**config.mk**
```make
export PLATFORM = sky130hd
export DESIGN_NAME = ysyx_22041211_lsu
export DESIGN_NICKNAME = d
export VERILOG_FILES = /design/src/rtl/ysyx_22041211_lsu.sv
export SDC_FILE = /design/constraint.sdc
export NUM_CORES = 1
export LEC_CHECK = 0
export BUFFER_PORTS_ARGS = -buffer_cell sky130_fd_sc_hd__buf_2
export CAP_MARGIN = 20
export CORE_MARGIN = 2
export CORE_UTILIZATION = 35
export CTS_CLUSTER_SIZE = 8
export DETAILED_ROUTE_END_ITERATION = 16
export GPL_TIMING_DRIVEN = 0
export PLACE_DENSITY = 0.61
export SYNTH_ARGS = -nofsm -noshare
export SYNTH_HDL_FRONTEND = slang
export SYNTH_SLANG_ARGS = --single-unit
```
**constraint.sdc**
```tcl
create_clock -name clk -period 2.4 [get_ports clk]
set_input_delay 0.36 -clock clk [delete_from_list [all_inputs] [get_ports clk]]
set_output_delay 0.36 -clock clk [all_outputs]
set_load 0.02 [all_outputs]
```
**src/rtl/ysyx_22041211_lsu.sv**
```systemverilog
// Multi-cycle load/store unit between the execute stage and a valid/ready data bus.
// Optional: define YSYX_22041211_LSU_MISALIGN_TRAP_EN to reject accesses not naturally aligned to their length.
// Handshake: a transfer happens on a clock edge where valid && ready; the sender holds all payload
// stable while valid is high and ready is low. resp_valid and mem_rvalid are single-cycle pulses.

module ysyx_22041211_lsu #(
  parameter int DATA_LEN = 32,
  parameter int ADDR_LEN = 32,
  parameter int TIMEOUT  = 16
) (
  input  logic                  clk,
  input  logic                  rst,
  input  logic                  req_valid,
  output logic                  req_ready,
  input  logic                  req_we,
  input  logic [ADDR_LEN-1:0]   req_addr,
  input  logic [DATA_LEN-1:0]   req_wdata,
  input  logic [3:0]            req_len,
  input  logic                  req_sign,
  output logic                  resp_valid,
  output logic [DATA_LEN-1:0]   resp_rdata,
  output logic                  resp_err,
  output logic                  mem_valid,
  input  logic                  mem_ready,
  output logic                  mem_we,
  output logic [ADDR_LEN-1:0]   mem_addr,
  output logic [DATA_LEN-1:0]   mem_wdata,
  output logic [DATA_LEN/8-1:0] mem_wstrb,
  input  logic                  mem_rvalid,
  input  logic [DATA_LEN-1:0]   mem_rdata,
  output logic [1:0]            dbg_state
);

  localparam int STRB = DATA_LEN / 8;
  localparam int OFFW = $clog2(STRB);

  typedef enum logic [1:0] {
    S_IDLE = 2'd0,
    S_REQ  = 2'd1,
    S_WAIT = 2'd2,
    S_DONE = 2'd3
  } state_t;

  state_t state, state_n;

  logic                we_q, sign_q, err_q;
  logic [ADDR_LEN-1:0] addr_q;
  logic [DATA_LEN-1:0] wdata_q, rdata_q;
  logic [3:0]          len_q;
  logic [7:0]          cnt;

  logic len_ok, req_legal, wait_expired;

  always_comb begin
    len_ok = 1'b0;
    case (req_len)
      4'b0001, 4'b0010, 4'b0100: len_ok = 1'b1;
      4'b1000:                   len_ok = (DATA_LEN == 64);
      default:                   len_ok = 1'b0;
    endcase
`ifdef YSYX_22041211_LSU_MISALIGN_TRAP_EN
    // Low address bits that must be zero for a naturally aligned access of this length.
    req_legal = len_ok &&
                ((req_addr[2:0] & {req_len[3], |req_len[3:2], |req_len[3:1]}) == 3'b000);
`else
    req_legal = len_ok;
`endif
  end

  assign wait_expired = (cnt == 8'(TIMEOUT - 1));

  // Lane steering: everything is relative to the byte offset inside the bus word.
  logic [OFFW-1:0]     off;
  logic [OFFW+2:0]     sh;
  logic [STRB-1:0]     len_mask;
  logic [DATA_LEN-1:0] lane_wdata, rd_shift, bit_mask, load_ext;
  logic                sbit;

  assign off = addr_q[OFFW-1:0];
  assign sh  = {off, 3'b000};

  always_comb begin
    len_mask = '0;
    case (len_q)
      4'b0001: len_mask = STRB'(8'h01);
      4'b0010: len_mask = STRB'(8'h03);
      4'b0100: len_mask = STRB'(8'h0F);
      4'b1000: len_mask = STRB'(8'hFF);
      default: len_mask = '0;
    endcase
  end

  always_comb begin
    lane_wdata = wdata_q << sh;
    rd_shift   = mem_rdata >> sh;
    bit_mask   = '0;
    for (int i = 0; i < STRB; i++) begin
      bit_mask[8*i +: 8] = {8{len_mask[i]}};
    end
    // Lanes beyond the bus word read as zero, so a truncated load takes its sign from a zero byte.
    case (len_q)
      4'b0001: sbit = rd_shift[7];
      4'b0010: sbit = rd_shift[15];
      4'b0100: sbit = rd_shift[31];
      default: sbit = rd_shift[DATA_LEN-1];
    endcase
    load_ext = (rd_shift & bit_mask) | ((sign_q && sbit) ? ~bit_mask : '0);
  end

  always_comb begin
    state_n = state;
    case (state)
      S_IDLE: if (req_valid) state_n = req_legal ? S_REQ : S_DONE;
      S_REQ:  if (mem_ready) state_n = S_WAIT;
      S_WAIT: if (mem_rvalid || wait_expired) state_n = S_DONE;
      S_DONE: state_n = S_IDLE;
      default: state_n = S_IDLE;
    endcase
  end

  always_ff @(posedge clk) begin
    if (rst) state <= S_IDLE;
    else     state <= state_n;
  end

  always_ff @(posedge clk) begin
    if (rst) begin
      we_q    <= 1'b0;
      sign_q  <= 1'b0;
      err_q   <= 1'b0;
      addr_q  <= '0;
      wdata_q <= '0;
      len_q   <= '0;
      rdata_q <= '0;
      cnt     <= '0;
    end else begin
      case (state)
        S_IDLE: if (req_valid) begin
          we_q    <= req_we;
          sign_q  <= req_sign;
          addr_q  <= req_addr;
          wdata_q <= req_wdata;
          len_q   <= req_len;
          err_q   <= !req_legal;
          rdata_q <= '0;
          cnt     <= '0;
        end
        S_REQ: if (mem_ready) cnt <= '0;
        S_WAIT: begin
          // A response in the limit cycle still wins over the timeout.
          if (mem_rvalid)        rdata_q <= we_q ? '0 : load_ext;
          else if (wait_expired) err_q   <= 1'b1;
          else                   cnt     <= cnt + 8'd1;
        end
        default: ;
      endcase
    end
  end

  assign req_ready  = (state == S_IDLE);
  assign mem_valid  = (state == S_REQ);
  assign mem_we     = mem_valid && we_q;
  assign mem_addr   = mem_valid ? (addr_q & ~ADDR_LEN'(STRB - 1)) : '0;
  assign mem_wdata  = mem_valid ? lane_wdata : '0;
  assign mem_wstrb  = mem_valid ? (len_mask << off) : '0;
  assign resp_valid = (state == S_DONE);
  assign resp_err   = resp_valid && err_q;
  assign resp_rdata = resp_valid ? rdata_q : '0;
  assign dbg_state  = state;

endmodule

```
## After elaboration in Yosys (flattened, before gate mapping)

Index checks and enable logic that the tools add are counted.

| word-level totals | value |
|---|---|
| register bits after elaboration | 113 |
| latch bits | 0 |
| memory bits (writable) | 0 |
| bits in read-only memories | 0 |
| bits of input ports | 107 |
| word-level logic and storage cells | 75 |
| memories kept | 0 |

| cells by class | value |
|---|---|
| $add $sub $neg | 1 |
| $mul | 0 |
| divide/modulo/power cells | 0 |
| order comparisons | 0 |
| equality and inequality tests | 18 |
| shifts and indexed selects | 3 |
| mux-type cells | 26 |
| bitwise operators | 3 |
| reductions and logical operators | 15 |

Operators with widths:

| operator | number |
|---|---|
| $mux W32 | 7 |
| $pmux W32 S2 | 1 |
| $and A32 B32 Y32 | 1 |
| $mux W8 | 4 |
| $not A32 Y32 | 1 |
| $or A32 B32 Y32 | 1 |
| $shl A32 B5 Y32 | 1 |
| $shr A32 B5 Y32 | 1 |
| $pmux W8 S3 | 1 |
| $ne A2 B2 Y1 const B | 6 |
| $pmux W4 S3 | 1 |
| $add A8 B1 Y8 const B | 1 |
| $eq A4 B1 Y1 const B | 2 |
| $eq A4 B2 Y1 const B | 2 |
| $eq A4 B3 Y1 const B | 2 |
| $eq A8 B4 Y1 const B | 1 |
| $mux W2 | 4 |
| $pmux W2 S4 | 1 |
| $reduce_and A3 Y1 | 2 |
| $reduce_and A5 Y1 | 1 |
| $eq A2 B2 Y1 const B | 2 |
| $eq A4 B4 Y1 const B | 1 |
| $mux W1 | 4 |
| $mux W4 | 1 |
| 14 further kinds | 17 |

## Logic depth before layout (Yosys ltp)

Gate-level depths: netlist (run 1).

| depth | value |
|---|---|
| word-level depth | 9 |
| mapped depth | 9 |

## Worst setup path before layout (run 1)

Ideal clock, no wire load.

| timing path | value |
|---|---|
| kind | flip-flop to flip-flop |
| from | reg state[0] (netlist: dbg_state[0]) |
| to | reg cnt[3] |
| setup time | 70 ps |
| arrival | 2242 ps |
| data required time | 2330 ps |
| path slack | 88 ps |
| cell stages (with the launch flop) | 9 |
| buffers on the path | 1 |
| cell sequence | dfxtp_1 > inv_1 > ha_1 > buf_2 > nor2b_1 > nor3_2 > o21ai_0 > or3_1 > a21oi_1 |

| on the way | value |
|---|---|
| cells in the longest elaborated chain, start to end | 3 |
| elaborated cells on any way between the ends | 10 |

Ends and longest elaborated chain:

| item | line | RTL |
|---|---|---|
| start, declared | 44 | `state_t state, state_n;` |
| start signal, assigned | 123 | `else state <= state_n;` |
| $logic_not A2 Y1 (*) | n/a |  |
| via req_ready | 14 | `output logic req_ready,` |
| $ne A2 B2 Y1 (no line) / $reduce_bool A3 Y1 (equally long branches) | n/a |  |
| $reduce_and A5 Y1 (no line) | n/a |  |
| end signal, assigned | 153 | `else cnt <= cnt + 8'd1;` |
| end, declared | 50 | `logic [7:0] cnt;` |

The timed path passes the listed nets; every way through them passes the cells marked *.
A chain may end at the register's enable or synchronous reset.

## Final worst setup path (run 1)

| timing path | value |
|---|---|
| from | reg len_q[1] |
| to | out mem_wstrb[0] |

| on the way | value |
|---|---|
| cells in the longest elaborated chain, start to end | 5 |
| elaborated cells on any way between the ends | 8 |

Ends and longest elaborated chain:

| item | line | RTL |
|---|---|---|
| start, declared | 49 | `logic [3:0] len_q;` |
| start signal, assigned | 143 | `len_q <= req_len;` |
| $eq A4 B4 Y1 / $eq A4 B3 Y1 (equally long branches) | 84 | `case (len_q)` |
| $reduce_or A2 Y1 (no line) | n/a |  |
| $pmux W4 S3 (*) | 84 |  |
| $shl A4 B2 Y4 (*) | 165 | `assign mem_wstrb = mem_valid ? (len_mask << off) : '0;` |
| $mux W4 (*) | 165 |  |
| end, declared | 28 | `output logic [DATA_LEN/8-1:0] mem_wstrb,` |

Mark *: on every way between the ends. The rest lies on a longest branch, timed or not.

==> run_results.csv, run 1 <==
group,metric,value,unit
grt,grt_pass1_wl,30500,um
worst_setup_path,worstSetupEndpointType,"primary output",
clock_network,cts_hold_buf,0,
timing,fin_ws,0.0757,ns
finish,fin_util,48.3,%
floorplanning,ioPinCount,214,
timing,max_slew_margin,55.8,%
worst_setup_path,setup.worst_path.start,"len_q[1]$_SDFFE_PP0P_",
finish,mostFrequentLayoutCells,"buf_2, nand2_1, dfxtp_1, a21oi_1, and2_1",
synth,ys_ff_latch,113,
placement,port_buffers,210,
synth,synth_edf_count,0,
floorplanning,core,17300,um2
worst_setup_path,crit_type,"register to primary output",
timing,drv_slew,0,
floorplanning,die_w,137,um
route,wirelength,20200,um
finish,area_delta_synth_final,35.2,%
clock_network,cts_tree,"built",
synth,yosysTopAreaCell,"dfxtp_1",
grt,grt_max_degree,17,
route,drtIter0Drc,401,
synth,yosysWarnings,0,
synth,synth_area,6180,um2
synth,async_flop_share,0,%
timing,fin_tns_setup,0,ns
run_status,outcome,"completed",
floorplanning,dieArea,18700,um2
power,vdd_ir_drop_max,0.000606,V
clock_network,root_buffer,"clkbuf_16",
placement,placed_area,7520,um2
placement,dp_slack,-0.222,ns
grt,grt_usage,21.2,%
worst_setup_path,cp_max_fo,10,
job,max_cap_violations,0,
power,pwr_density_cell,920,nW/um2
synth,syn-instance-count,787,
power,power.total,7.69,mW
worst_hold_path,hp-class,"input pin to register",
timing,hold_viol,0,
route,first_pass_iters,5,
route,drt-wirelength-per-cell,16.0,um
grt,antenna_found_initial,0,
grt,grt_pass1_vias,5712,
finish,final_common_cell,"buf_2",
timing,setup_viol,0,
clock_network,clockBufferDepth,2,
synth,syn_avg_cell_area,7.85,um2
floorplanning,rows,48,
synth,ys_seq_area_share,36.6,%
grt,globalRouteOverflowTotal,0,
timing,fmax,430,MHz
clock_network,cts_sinks,113,
power,leakage,3.67,nW
synth,synth.distinct_cells,51,
route,viasPerCell,5.03,
finish,nets,1136,
worst_setup_path,crit_required,2.04,ns
synth,synth.area.top_cells,"dfxtp_1, nand2_1, and2_1",
timing,period_share,96.8,%
timing,worst_slew_pin_slew,0.662,ns
route,drc,0,
route,vias,6343,
timing,rsz0062_at_grt,"false",
worst_hold_path,worstHoldStart,"req_addr[5]",
finish,drive_above_1_share,30.8,%
clock_network,cts_buffers,17,
timing,finClkSkew,0.00612,ns
placement,dp_hpwl,15000,um
floorplanning,fp.dieH,137,um
clock_network,path_clk_slew,0.05,ns
timing,final.min_clock_period,2.32,ns
synth,synth_ff_type,"dfxtp_1",
finish,antennaDiodeCount,0,
clock_network,clkLatencyLatePin,0.42,ns
worst_setup_path,crit_path_start_kind,"register",
worst_setup_path,arrival,1.96,ns
route,ant_nets,0,
finish,stdcell_area,8350,um2
floorplanning,initial_core_util,35.7,%
placement,gp_congestion,0.831,
worst_setup_path,worst_r2r_startpoint,"dbg_state[1]$_SDFFE_PP0P_",
clock_network,cts.htree.levels,4,
synth,synth_top_area_share,36.6,%
per-layer routing:
layer | part of all wire, % | vias up | track usage (%)
met4 | 2.1 | 0 | 8.59
li1 | - | 3197 | -
met3 | 8.2 | 31 | 5.59
met5 | 0 | - | 0
met1 | 45 | 2864 | 28.6
met2 | 44 | 251 | 32.3
through the flow:
stage / hold WS [ns] / cells
after floorplan: 0.432 / 788
after global placement: 0.437 / 1223
after detailed placement: 0.442 / 1223
after CTS: 0.162 / 1255
after global routing: 0.169 / 1261
final: 0.176 / 1261
critical path, cell delays in order (launching register included):
cell      delay (ns)
dfxtp_1         0.30
buf_6           0.13
or4b_4          0.55
buf_4           0.16
o311ai_4        0.07
and2_1          0.17
buf_2           0.16
registers in the layout, indices dropped and copies added, names as in the netlist:
register	flops
dbg_state	2
wdata_q	32
cnt	8
we_q	1
rdata_q	32
sign_q	1
len_q	4
err_q	1
addr_q	32
timing repair:
item / in CTS / in global routing
resized for setup: 40 / 34
pin swaps: 1 / 3
setup endpoints to repair: 46 / 67
setup buffers: 2 / 6
hold endpoints to repair: 0 / 0
synth_stat cells, types with 4 or more instances:
library cell / n
clkbuf_1: 44
xor2_1: 6
a221oi_2: 10
o211ai_1: 4
a32oi_1: 7
buf_2: 6
a21oi_1: 85
inv_1: 5
buf_4: 4
nand2_1: 199
ha_1: 5
mux2i_1: 26
and3_1: 4
a221oi_1: 15
buf_1: 8
and2_1: 83
a22oi_1: 8
o211a_1: 9
a211o_1: 7
nor3_1: 6
nor2b_1: 10
dfxtp_1: 113
mux2_2: 16
nor2_1: 27
o21a_1: 4
a21boi_0: 17
o21ai_0: 24
cells by family (layout without fill, tap and decap cells):
| kind of cell | Yosys count | after routing | synth area share, % |
|---|---|---|---|
| AND/OR/NAND/NOR | 350 | 350 | 26.7 |
| AO/OA/AOI/OAI | 198 | 198 | 22.1 |
| flip-flops | 113 | 113 | 36.6 |
| buffers and inverters | 69 | 317 | 4.80 |
| multiplexers | 43 | 43 | 7.56 |
| XOR/XNOR | 8 | 8 | 1.13 |
| adder cells (fa/ha/maj) | 5 | 5 | 1.01 |
| other | 1 | 2 | 0.0607 |
final cells by class:
type                    count  area [um2]
clock buffers              22         484
inverters                   5        18.8
fillers                  1745        8940
flip-flops and latches    113        2270
well taps                 225         282
repair buffers            218        1120
clock inverters             9         106
multi-input cells         606        3700
plain buffers              63         375
worst paths after layout:
kind                         endpoint  slack, ns  depth (start not counted)
max                      mem_wstrb[0]       0.08                          6
min            addr_q[5]$_SDFFE_PP0P_       0.18                          3
max reg2reg  wdata_q[23]$_SDFFE_PP0P_       0.21                          8
min reg2reg   addr_q[28]$_SDFFE_PP0P_       0.45                          2
power by group:
part	internal (mW)	leakage, nW	switching, mW
Sequential	2.14	0.922	0.193
Combinational	1.03	2.46	1.80
Clock	1.63	0.284	0.900
Total	4.80	3.67	2.89
(Power assumes the default switching activity.)
==> inputs of run 2 (changes only) <==
==> constraint.sdc (replaced) <==
create_clock -name clk -period 2.48 [get_ports clk]
set_input_delay 0.372 -clock clk [delete_from_list [all_inputs] [get_ports clk]]
set_output_delay 0.372 -clock clk [all_outputs]
set_load 0.02 [all_outputs]
==> run_results.csv, run 2 (same netlist as run 1, synthesis figures left out) <==
group,metric,value,unit
run_status,outcome,"completed",
placement,port_buffers,210,
finish,fin_util,47.9,%
route,ant_nets,0,
grt,grt_max_degree,17,
route,first_pass_iters,6,
worst_setup_path,worstRegToRegCells,8,
timing,finClkSkew,0.00608,ns
route,wirelength,20200,um
clock_network,path_clk_slew,0.05,ns
worst_setup_path,reg2reg_to,"rdata_q[6]$_SDFFE_PP0P_",
worst_setup_path,worst_r2r_startpoint,"dbg_state[0]$_SDFFE_PP0P_",
timing,setup_viol,0,
clock_network,clkLatencyLatePin,0.42,ns
route,met2WireLength,8930,um
clock_network,cts_tree,"built",
worst_hold_path,worstHoldStart,"req_addr[19]",
placement,placed_area,7520,um2
finish,antennaDiodeCount,0,
power,vdd_ir_drop_max,0.000590,V
timing,period_share,97.7,%
finish,nFillCells,1755,
placement,dp_hpwl,15000,um
route,dr.max_layer_used,"met4",
worst_hold_path,hp-class,"input pin to register",
route,drtIter0Drc,447,
finish,nets,1133,
power,pwr_density_cell,890,nW/um2
worst_hold_path,min_delay_path_depth,3,
finish,final_common_cell,"buf_2",
timing,worst_slew_pin_slew,0.644,ns
clock_network,clockBufferDepth,2,
worst_setup_path,crit_required,2.11,ns
worst_setup_path,worstSetupEndpointType,"primary output",
worst_setup_path,crit_type,"register to primary output",
clock_network,cts_buffers,17,
worst_setup_path,worst-r2r-setup-slack,0.22,ns
timing,rsz0062_at_grt,"false",
finish,drive_above_1_share,30.2,%
worst_setup_path,arrival,2.05,ns
timing,max_slew_margin,57.0,%
clock_network,root_buffer,"clkbuf_16",
job,max_cap_violations,0,
floorplanning,die_w,137,um
timing,fmax,413,MHz
finish,stdcell_area,8280,um2
grt,grt_usage,21.2,%
floorplanning,ioPinCount,214,
grt,grt_pass1_vias,5705,
route,vias,6349,
timing,final.min_clock_period,2.42,ns
placement,gp_congestion,0.831,
timing,hold_viol,0,
finish,area_delta_synth_final,34.1,%
floorplanning,fp.dieH,137,um
finish,mostFrequentLayoutCells,"buf_2, nand2_1, dfxtp_1, a21oi_1, and2_1",
floorplanning,initial_core_util,35.7,%
grt,grt_pass1_wl,30400,um
clock_network,cts_sinks,113,
floorplanning,rows,48,
route,met3_length,1460,um
grt,globalRouteOverflowTotal,0,
clock_network,cts.htree.levels,4,
timing,drv_slew,0,
route,viasPerCell,5.05,
finish,largest_registers,"addr_q (32), rdata_q (32), wdata_q (32)",
power,leakage,3.64,nW
floorplanning,core,17300,um2
power,power.total,7.37,mW
grt,antenna_found_initial,0,
route,drt-wirelength-per-cell,16.1,um
worst_hold_path,hold_end,"addr_q[19]$_SDFFE_PP0P_",
floorplanning,dieArea,18700,um2
worst_setup_path,crit_path_start_kind,"register",
clock_network,cts_hold_buf,0,
route,wl_met1,9330,um
worst_setup_path,cp_max_fo,10,
timing,fin_tns_setup,0,ns
route,drc,0,
## run 2: area by class of cell
type | instances | area [um2] | area share, %
Buffer | 63 | 338 | 4.08
Timing Repair Buffer | 215 | 1090 | 13.2
Clock buffer | 22 | 484 | 5.85
Sequential cell | 113 | 2260 | 27.3
Multi-Input combinational cell | 606 | 3700 | 44.7
Clock inverter | 9 | 106 | 1.28
Tap cell | 225 | 282 | 3.40
Inverter | 5 | 18.8 | 0.227
## run 2: metrics by stage
stage / worst slack (ns) / std cells / hold slack (ns)
finish: 0.0573 / 1258 / 0.186
global route: 0.00597 / 1258 / 0.181
global placement: -0.181 / 1223 / 0.437
CTS: 0.00571 / 1254 / 0.174
floorplan: 0.168 / 788 / 0.432
detailed placement: -0.154 / 1223 / 0.442
## run 2: where the power goes
part | switching [mW] | internal, mW | total [mW]
Sequential | 0.185 | 2.07 | 2.26
Combinational | 1.72 | 0.937 | 2.66
Clock | 0.877 | 1.57 | 2.45
## run 2: worst max path at each step
stage,endpoint,start,slack [ns]
floorplan,cnt[3]$_SDFFE_PP0P_,dbg_state[0]$_SDFFE_PP0P_,0.17
global placement,mem_wstrb[0],len_q[0]$_SDFFE_PP0P_,-0.18
detailed placement,mem_wdata[26],addr_q[0]$_SDFFE_PP0P_,-0.15
CTS,mem_wdata[25],dbg_state[0]$_SDFFE_PP0P_,0.006
global route,mem_wdata[30],addr_q[1]$_SDFFE_PP0P_,0.006
finish,mem_wdata[26],addr_q[1]$_SDFFE_PP0P_,0.06
## run 2: timing repair
action	in CTS	in global routing
resized for setup	28	28
setup buffers	1	4
endpoints found under the setup margin	46	58
pin swaps	0	0
## run 2: metal layers
metal / up-vias / track usage (%)
met5: - / 0
met4: 0 / 8.59
met3: 35 / 5.52
met2: 229 / 32.1
met1: 2897 / 28.7
li1: 3188 / -
## run 2: critical path: stages (launching register included)
cell and delay, ns:
dfxtp_2 0.39, buf_6 0.17, buf_8 0.18, buf_8 0.17, mux2_2 0.34, o211a_1 0.22
buf_2 0.16
==> inputs of run 3 (changes only) <==
--- a/config.mk
+++ b/config.mk
@@ -9,10 +9,12 @@
 export CAP_MARGIN = 20
 export CORE_MARGIN = 2
 export CORE_UTILIZATION = 35
+export CTS_BUF_LIST = sky130_fd_sc_hd__clkbuf_4 sky130_fd_sc_hd__clkbuf_8
 export CTS_CLUSTER_SIZE = 8
 export DETAILED_ROUTE_END_ITERATION = 16
 export GPL_TIMING_DRIVEN = 0
-export PLACE_DENSITY = 0.61
+export MAX_ROUTING_LAYER = met4
+export PLACE_DENSITY = 0.64
 export SYNTH_ARGS = -nofsm -noshare
 export SYNTH_HDL_FRONTEND = slang
 export SYNTH_SLANG_ARGS = --single-unit
==> constraint.sdc (replaced) <==
create_clock -name clk -period 2 [get_ports clk]
set_input_delay 0.3 -clock clk [delete_from_list [all_inputs] [get_ports clk]]
set_output_delay 0.3 -clock clk [all_outputs]
set_load 0.02 [all_outputs]
==> run_results.csv, run 3 (same netlist as run 1, synthesis figures left out) <==
group,metric,value,unit
timing,max_slew_margin,50.2,%
floorplanning,rows,48,
timing,finClkSkew,0.0111,ns
finish,multi_input_area,4150,um2
grt,grt_max_degree,20,
power,vdd_ir_drop_max,0.000563,V
placement,dp_hpwl,15000,um
clock_network,cts_hold_buf,0,
grt,grt_pass1_vias,6054,
timing,period_share,111,%
placement,gp_congestion,0.887,
route,viasPerCell,5.23,
floorplanning,die_w,137,um
floorplanning,core,17300,um2
worst_setup_path,worstSetupEndpointType,"primary output",
finish,nets,1165,
route,vias,6741,
timing,worst_slew_pin_slew,0.747,ns
timing,hold_viol,0,
worst_setup_path,cp_cell_sequence,"or4b_4 > o31a_1 > o21ai_1 > and3_1 > buf_6",
timing,setup_viol,47,
clock_network,cts.htree.levels,4,
worst_setup_path,crit_type,"register to primary output",
run_status,outcome,"finished, violations left",
timing,fmax,452,MHz
finish,final_common_cell,"nand2_1",
clock_network,path_clk_slew,0.07,ns
floorplanning,fp.dieH,137,um
timing,fin_ws,-0.214,ns
grt,grt_usage,22.5,%
worst_setup_path,slowest_stage,"or4b_4",
finish,seq_area,2280,um2
route,drtIter0Drc,405,
worst_hold_path,worstHoldStart,"req_addr[22]",
finish,largest_registers,"addr_q (32), rdata_q (32), wdata_q (32)",
clock_network,cts_tree,"built",
worst_setup_path,crit_path_start_kind,"register",
clock_network,clockBufferDepth,2,
worst_setup_path,crit_required,1.70,ns
finish,area_delta_synth_final,50.2,%
clock_network,clkLatencyLatePin,0.44,ns
worst_setup_path,cp_top_family,"simple AND/OR/NAND/NOR gates",
finish,drive_above_1_share,39.5,%
route,drt-wirelength-per-cell,16.7,um
grt,grt_pass1_wl,31600,um
floorplanning,dieArea,18700,um2
worst_setup_path,max_stage_delay,0.57,ns
floorplanning,ioPinCount,214,
placement,port_buffers,210,
floorplanning,initial_core_util,35.7,%
timing,drv_slew,0,
clock_network,root_buffer,"clkbuf_8",
timing,hold_ws,0.0949,ns
timing,rsz0062_at_grt,"true",
finish,antennaDiodeCount,0,
worst_hold_path,hp-class,"input pin to register",
grt,globalRouteOverflowTotal,0,
finish,nFillCells,1628,
route,drc,0,
run_status,violations,"setup timing",
worst_setup_path,cp_max_fo,3,
route,ant_nets,0,
power,pwr_density_cell,1020,nW/um2
finish,mostFrequentLayoutCells,"nand2_1, buf_2, dfxtp_1, a21oi_1, and2_1",
grt,antenna_found_initial,0,
job,max_cap_violations,0,
placement,placed_area,7530,um2
worst_setup_path,setup.worst_path.start,"len_q[1]$_SDFFE_PP0P_",
power,leakage,3.98,nW
clock_network,cts_sinks,113,
worst_setup_path,arrival,1.91,ns
route,wirelength,21600,um
worst_setup_path,path_buf_inv,1,
clock_network,cts_buffers,17,
timing,final.min_clock_period,2.21,ns
worst_setup_path,worst_r2r_startpoint,"addr_q[0]$_SDFFE_PP0P_",
route,first_pass_iters,5,
finish,stdcell_area,9280,um2
-- run 3: worst min-delay path: cells and delay by family --
kind                   cells  cell delay (ns)
buffers and inverters      1             0.09
and+or+nand+nor            1             0.04
AOI/OAI and AO/OA          1             0.05
-- run 3: final timing paths --
path | to | slack [ns] | cells past startpoint
setup / recovery | mem_wstrb[2] | -0.21 | 5
hold / removal | addr_q[22]$_SDFFE_PP0P_ | 0.09 | 3
setup reg to reg | rdata_q[16]$_SDFFE_PP0P_ | -0.05 | 8
hold reg to reg | addr_q[13]$_SDFFE_PP0P_ | 0.45 | 2
-- run 3: timing repair --
item,CTS,global route
buffers inserted,24,12
cloned,4,2
setup endpoints to repair,201,104
pin swaps,17,24
gates resized for setup,188,100
-- run 3: routing by layer --
layer / GRT usage [%] / part of all wire (%) / wire length (um) / vias up
met5: - / 0 / 0 / -
met4: 9.74 / 2.7 / 590 / 0
met3: 4.22 / 7.3 / 1570 / 46
met2: 34.1 / 47 / 10000 / 304
met1: 29.4 / 43 / 9380 / 3140
li1: - / - / - / 3251
-- run 3: per-stage QoR --
| step | util [%] | std cells | total power [mW] | setup WS [ns] | TNS, ns |
|---|---|---|---|---|---|
| 6_report | 53.6 | 1290 | 9.42 | -0.214 | -3.44 |
| 5_1_grt | 53.6 | 1290 | 9.94 | -0.332 | -7.43 |
| 4_1_cts | 50.6 | 1277 | 8.96 | -0.222 | -3.25 |
| 3_5_place_dp | 43.5 | 1223 | 5.98 | -0.560 | -27.94 |
| 3_3_place_gp | 43.5 | 1223 | 5.96 | -0.582 | -29.32 |
| 2_1_floorplan | - | 788 | 4.96 | 0.0226 | 0 |
-- run 3: cell type report --
type	instances	share of cell area (%)
multi-input cells	608	44.7
plain buffers	58	5.15
flip-flops and latches	113	24.6
clock inverters	10	1.21
repair buffers	250	18.2
inverters	5	0.229
well taps	225	3.03
clock buffers	21	2.91
-- run 3: where the power goes --
group	switching (mW)	leakage, nW	internal, mW
registers	0.281	0.924	2.58
clock network	0.955	0.196	1.17
logic	2.51	2.86	1.93
